File: config.mk
export PLATFORM = sky130hd
export DESIGN_NAME = mult_div_unit
export DESIGN_NICKNAME = d
export VERILOG_FILES = /design/src/rtl/mult_div_unit.sv
export SDC_FILE = /design/constraint.sdc
export NUM_CORES = 1
export LEC_CHECK = 0
export CAP_MARGIN = 0
export CORE_MARGIN = 2
export CORE_UTILIZATION = 50
export CTS_CLUSTER_DIAMETER = 120
export DETAILED_ROUTE_END_ITERATION = 16
export GPL_TIMING_DRIVEN = 0
export PLACE_DENSITY = 0.8
export RECOVER_POWER = 25
export SLEW_MARGIN = 20
export SYNTH_ARGS = -nofsm -noshare
export SYNTH_HDL_FRONTEND = slang
export SYNTH_SLANG_ARGS = --single-unit
File: constraint.sdc
create_clock -name clk -period 9.27 [get_ports clk]
set_clock_uncertainty 0.1 [all_clocks]
set_input_delay 2.3175 -clock clk [delete_from_list [all_inputs] [get_ports clk]]
set_output_delay 2.3175 -clock clk [all_outputs]
set_load 0.01 [all_outputs]
File: src/rtl/mult_div_unit.sv
// Iterative HI/LO multiply/divide unit: radix-2 shift-add multiply and restoring divide,
// 32 CALC steps plus a FIX step for sign correction, with single-edge MTHI/MTLO.
module mult_div_unit (
    input  logic        clk,
    input  logic        reset_n,
    input  logic        start,
    input  logic [2:0]  op,
    input  logic [31:0] a,
    input  logic [31:0] b,
    output logic        busy,
    output logic        done,
    output logic [31:0] hi,
    output logic [31:0] lo
);

    typedef enum logic [1:0] {IDLE, CALC, FIX} state_t;

    state_t      state;
    logic [5:0]  cnt;
    logic        is_div;
    logic        sign_a;
    logic        sign_b;
    logic [31:0] a_raw;
    logic [31:0] b_mag;
    logic [31:0] work_hi;
    logic [31:0] work_lo;

    logic        signed_op;
    logic [31:0] a_abs;
    logic [31:0] b_abs;
    logic [32:0] mul_sum;
    logic [32:0] div_shift;
    logic        div_ge;
    logic [31:0] div_sub;
    logic [31:0] step_hi;
    logic [31:0] step_lo;
    logic [63:0] prod_neg;
    logic [31:0] quot_fix;
    logic [31:0] rem_fix;
    logic [31:0] res_hi;
    logic [31:0] res_lo;

    // op[0]=0 selects the signed flavour of MULT/DIV
    assign signed_op = ~op[0];
    assign a_abs     = (signed_op && a[31]) ? 32'd0 - a : a;
    assign b_abs     = (signed_op && b[31]) ? 32'd0 - b : b;
    assign busy      = (state != IDLE);

    always_comb begin
        mul_sum   = {1'b0, work_hi} + (work_lo[0] ? {1'b0, b_mag} : 33'd0);
        div_shift = {work_hi, work_lo[31]};
        div_ge    = (div_shift >= {1'b0, b_mag});
        // when div_ge the true difference is below b_mag, so 32 bits are exact
        div_sub   = div_shift[31:0] - b_mag;
        step_hi   = 32'd0;
        step_lo   = 32'd0;
        if (is_div) begin
            step_hi = div_ge ? div_sub : div_shift[31:0];
            step_lo = {work_lo[30:0], div_ge};
        end else begin
            step_hi = mul_sum[32:1];
            step_lo = {mul_sum[0], work_lo[31:1]};
        end

        prod_neg = 64'd0 - {work_hi, work_lo};
        quot_fix = (sign_a ^ sign_b) ? 32'd0 - work_lo : work_lo;
        rem_fix  = sign_a ? 32'd0 - work_hi : work_hi;
        res_hi   = work_hi;
        res_lo   = work_lo;
        if (!is_div) begin
            if (sign_a ^ sign_b) begin
                res_hi = prod_neg[63:32];
                res_lo = prod_neg[31:0];
            end
        end else if (b_mag == 32'd0) begin
            res_hi = a_raw;
            res_lo = 32'hFFFF_FFFF;
        end else begin
            res_hi = rem_fix;
            res_lo = quot_fix;
        end
    end

    always_ff @(posedge clk or negedge reset_n) begin
        if (!reset_n) begin
            state   <= IDLE;
            cnt     <= 6'd0;
            is_div  <= 1'b0;
            sign_a  <= 1'b0;
            sign_b  <= 1'b0;
            a_raw   <= 32'd0;
            b_mag   <= 32'd0;
            work_hi <= 32'd0;
            work_lo <= 32'd0;
            hi      <= 32'd0;
            lo      <= 32'd0;
            done    <= 1'b0;
        end else begin
            done <= 1'b0;
            case (state)
                IDLE: begin
                    if (start) begin
                        if (!op[2]) begin
                            is_div  <= op[1];
                            sign_a  <= signed_op & a[31];
                            sign_b  <= signed_op & b[31];
                            a_raw   <= a;
                            b_mag   <= b_abs;
                            work_hi <= 32'd0;
                            work_lo <= a_abs;
                            cnt     <= 6'd0;
                            state   <= CALC;
                        end else if (!op[1]) begin
                            if (op[0]) begin
                                lo <= a;
                            end else begin
                                hi <= a;
                            end
                        end
                    end
                end
                CALC: begin
                    work_hi <= step_hi;
                    work_lo <= step_lo;
                    cnt     <= cnt + 6'd1;
                    if (cnt == 6'd31) begin
                        state <= FIX;
                    end
                end
                FIX: begin
                    hi    <= res_hi;
                    lo    <= res_lo;
                    done  <= 1'b1;
                    state <= IDLE;
                end
                default: state <= IDLE;
            endcase
        end
    end

endmodule
==> flow_metrics.py <==
metrics = {
    "sta": {
        "whs_ns": 0.374,
        "hold_viol": 0,
        "slew_viol_final": 52,
        "period_share": 0.580,
        "fmax_mhz": 186,
        "worst_slew_pin_slew_ns": 3.09,
        "relSlewSlack": -1.06,
        "period_minus_slack_ns": 5.38,
        "setup_viol": 0,
        "fin_setup_tns_ns": 0,
        "rsz0062_at_grt": "false",
    },
    "yosys": {
        "synthMuxAreaShare": 0.0284,
        "synth_compound_area_frac": 0.247,
        "synthCells": 2143,
        "ys.flop_type": "dfrtp_1",
        "ys_async_sr_fraction": 1.00,
        "synthAdderAreaFrac": 0.0556,
        "synth-simple-area-share": 0.207,
        "synth_top_family_by_area": "compound AO/OA/AOI/OAI gates",
        "synth.avg_cell_area_um2": 7.59,
        "synth-seq-cells": 204,
        "syn_nets": 2284,
        "yosysSeqAreaShare": 0.314,
        "yosysWarnings": 0,
        "synth_area_um2": 16300,
        "synth_edf_count": 0,
        "synthDistinctLibCells": 78,
        "synth-xor-area-share": 0.0975,
    },
    "clock_tree": {
        "cts_resized": 0,
        "insertion_delay_ns": 0.57,
        "cts_tree": "built",
        "cts.sinks": 204,
        "htree_levels": 1,
        "post-cts-setup-buffers": 0,
        "path_clk_slew_ns": 0.06,
        "cts_buffers": 25,
        "cts_buffer_depth": 3,
        "hold_buffers": 0,
        "cts-root-buf": "clkbuf_16",
    },
    "drt": {
        "vias_per_cell": 6.28,
        "avgRoutedWirePerCell_um": 22.9,
        "vias": 17300,
        "ant_nets": 0,
        "wirelength_um": 63100,
        "dr.pass1.iters": 6,
        "drtIter0Drc": 1708,
        "remaining_drc_errors": 0,
    },
    "critical_path": {
        "cp_max_fo": 6,
        "reg2reg_depth": 13,
        "r2r_start": "work_lo[31]",
        "r2r_end": "work_hi[24]",
        "cp.required_ns": 9.60,
        "cp-start-kind": "input pin",
        "reg2reg_slack_ns": 4.66,
        "end_kind": "flip-flop",
        "cp.arrival_ns": 5.71,
        "setup.worst_path.class": "input pin to flip-flop",
    },
    "min_path": {
        "holdCritPathClass": "flip-flop to flip-flop",
        "worstHoldStart": "a_raw[2]",
        "hold_depth": 2,
        "min_to": "a_raw[2]",
    },
    "placement": {
        "port_buffers": 127,
        "place.gp.congestion": 1.02,
        "postPlaceCellArea_um2": 18100,
        "hpwl_um": 48400,
    },
    "die": {
        "core.rowCount": 66,
        "chipWidth_um": 184,
        "initial_core_util": 0.504,
        "die-area_um2": 34000,
        "core_um2": 32300,
        "die_y_um": 184,
        "io_pins": 136,
    },
    "outcome": {
        "outcome": "complete, but fails checks",
        "violations": "capacitance limit, slew limit",
    },
    "grt": {
        "grt_pass1_vias": 16700,
        "antenna_found_initial": 0,
        "grt_max_degree": 81,
        "grt_use_total": 0.369,
        "grt_overflow": 0,
        "grt_pass1_wl_um": 96000,
    },
    "pwr": {
        "intPower_mw": 3.94,
        "p_comb_frac": 0.647,
        "switching_power_mw": 4.07,
        "p_seq_frac": 0.221,
        "vdd_drop_max_v": 0.000230,
        "p_per_area_nw_per_um2": 421,
        "p_clk_frac": 0.132,
        "p_leak_nw": 8.08,
        "power_mw": 8.01,
        "p_sw_frac": 0.508,
    },
    "final_layout": {
        "nets": 2440,
        "drive_above_1_share": 0.0332,
        "layout_common_cells": "352 x nand2_1, 267 x o21ai_0, 204 x dfrtp_1",
        "mostFrequentLayoutCell": "nand2_1",
        "finish.utilization": 0.589,
        "syn_to_final_growth_pct": 16.9,
        "n_antenna_cell": 0,
        "fin_area_um2": 19000,
        "fillers": 2955,
    },
    "flow_run": {
        "cap_violations": 1,
    },
}
==> power groups by stage <==
stage	Combinational (mW)	Sequential [mW]	Clock, mW
floorplan	3.57	1.63	0
global placement	4.94	1.74	0
detailed placement	5.04	1.75	0
CTS	5.06	1.74	1.05
global route	5.66	1.80	1.09
finish	5.18	1.77	1.05
==> per-layer routing <==
| metal | up-vias | GRT usage | part of all wire |
|---|---|---|---|
| met5 | - | 0 | 0 |
| met3 | 233 | 0.0541 | 0.088 |
| met2 | 967 | 0.602 | 0.45 |
| met1 | 8225 | 0.459 | 0.39 |
| met4 | 0 | 0.236 | 0.072 |
| li1 | 7909 | - | - |
==> registers in the layout, summed over array words and instances, names as in the netlist, 2 cells and up <==
name     count
lo          32
cnt          6
hi          32
a_raw       32
b_mag       32
work_lo     32
work_hi     32
state        2
==> Yosys cell counts, drive strengths merged, types with 8 or more instances <==
cell type  count  area share
nor4          29       0.012
o31ai         21      0.0097
inv           62       0.014
a21oi        158       0.049
o21ai        272       0.084
mux2i         45       0.028
xor2          78       0.042
a31oi         22      0.0085
nor2         174       0.040
xnor2        103       0.055
or2            9      0.0035
a211oi        17      0.0078
nor2b         13      0.0050
nand2b        23      0.0088
nor3          40       0.012
dfrtp        204        0.31
a22oi         15      0.0069
o211ai        11      0.0051
nand3         30      0.0092
nand2        352       0.081
buf           16      0.0049
and3          11      0.0042
clkbuf       133       0.031
o22ai         52       0.020
a21o          37       0.017
ha            69       0.053
and2           9      0.0035
or3           22      0.0085
o221ai        15      0.0081
nand4         17      0.0065
a221oi         8      0.0043
==> metrics by stage <==
stage,std cells,setup WS [ns]
final,2758,3.89
after global routing,2758,3.69
after CTS,2758,4.04
after detailed placement,2714,3.46
after global placement,2712,-2.76
after floorplan,2143,4.65
==> cell type report <==
type                            count  area [um^2]  share of cell area
Tap cell                          442          553              0.0291
Sequential cell                   204         5100               0.269
Clock buffer                       32          702              0.0369
Inverter                           63          236              0.0124
Buffer                            149          581              0.0306
Multi-Input combinational cell   1727        10300               0.544
Clock inverter                     12          164             0.00863
Timing Repair Buffer              129         1320              0.0695
==> critical path, stage by stage <==
cell             delay [ns]
clkdlybuf4s50_1        0.68
nor4_1                 0.56
nand3b_1               0.26
or3_1                  0.40
nor3b_1                0.64
and3_1                 0.33
a21oi_1                0.10
xor2_1                 0.17
o21ai_0                0.15
o21ai_0                0.10
==> how the worst max path moves through the flow <==
stage	from	slack [ns]	endpoint
floorplan	a[3]	4.65	work_lo[29]
global placement	reset_n	-2.76	cnt[3]
detailed placement	a[4]	3.46	work_lo[29]
CTS	a[4]	4.04	work_lo[29]
global route	a[4]	3.69	work_lo[29]
finish	a[4]	3.89	work_lo[29]
==> cell families after synthesis <==
| kind of cell | after synthesis |
|---|---|
| compound gates | 677 |
| simple gates | 752 |
| flops | 204 |
| mux | 46 |
| xor+xnor | 181 |
| fa+ha+maj | 71 |
| buf+inv | 212 |
(Power assumes the default switching activity.)
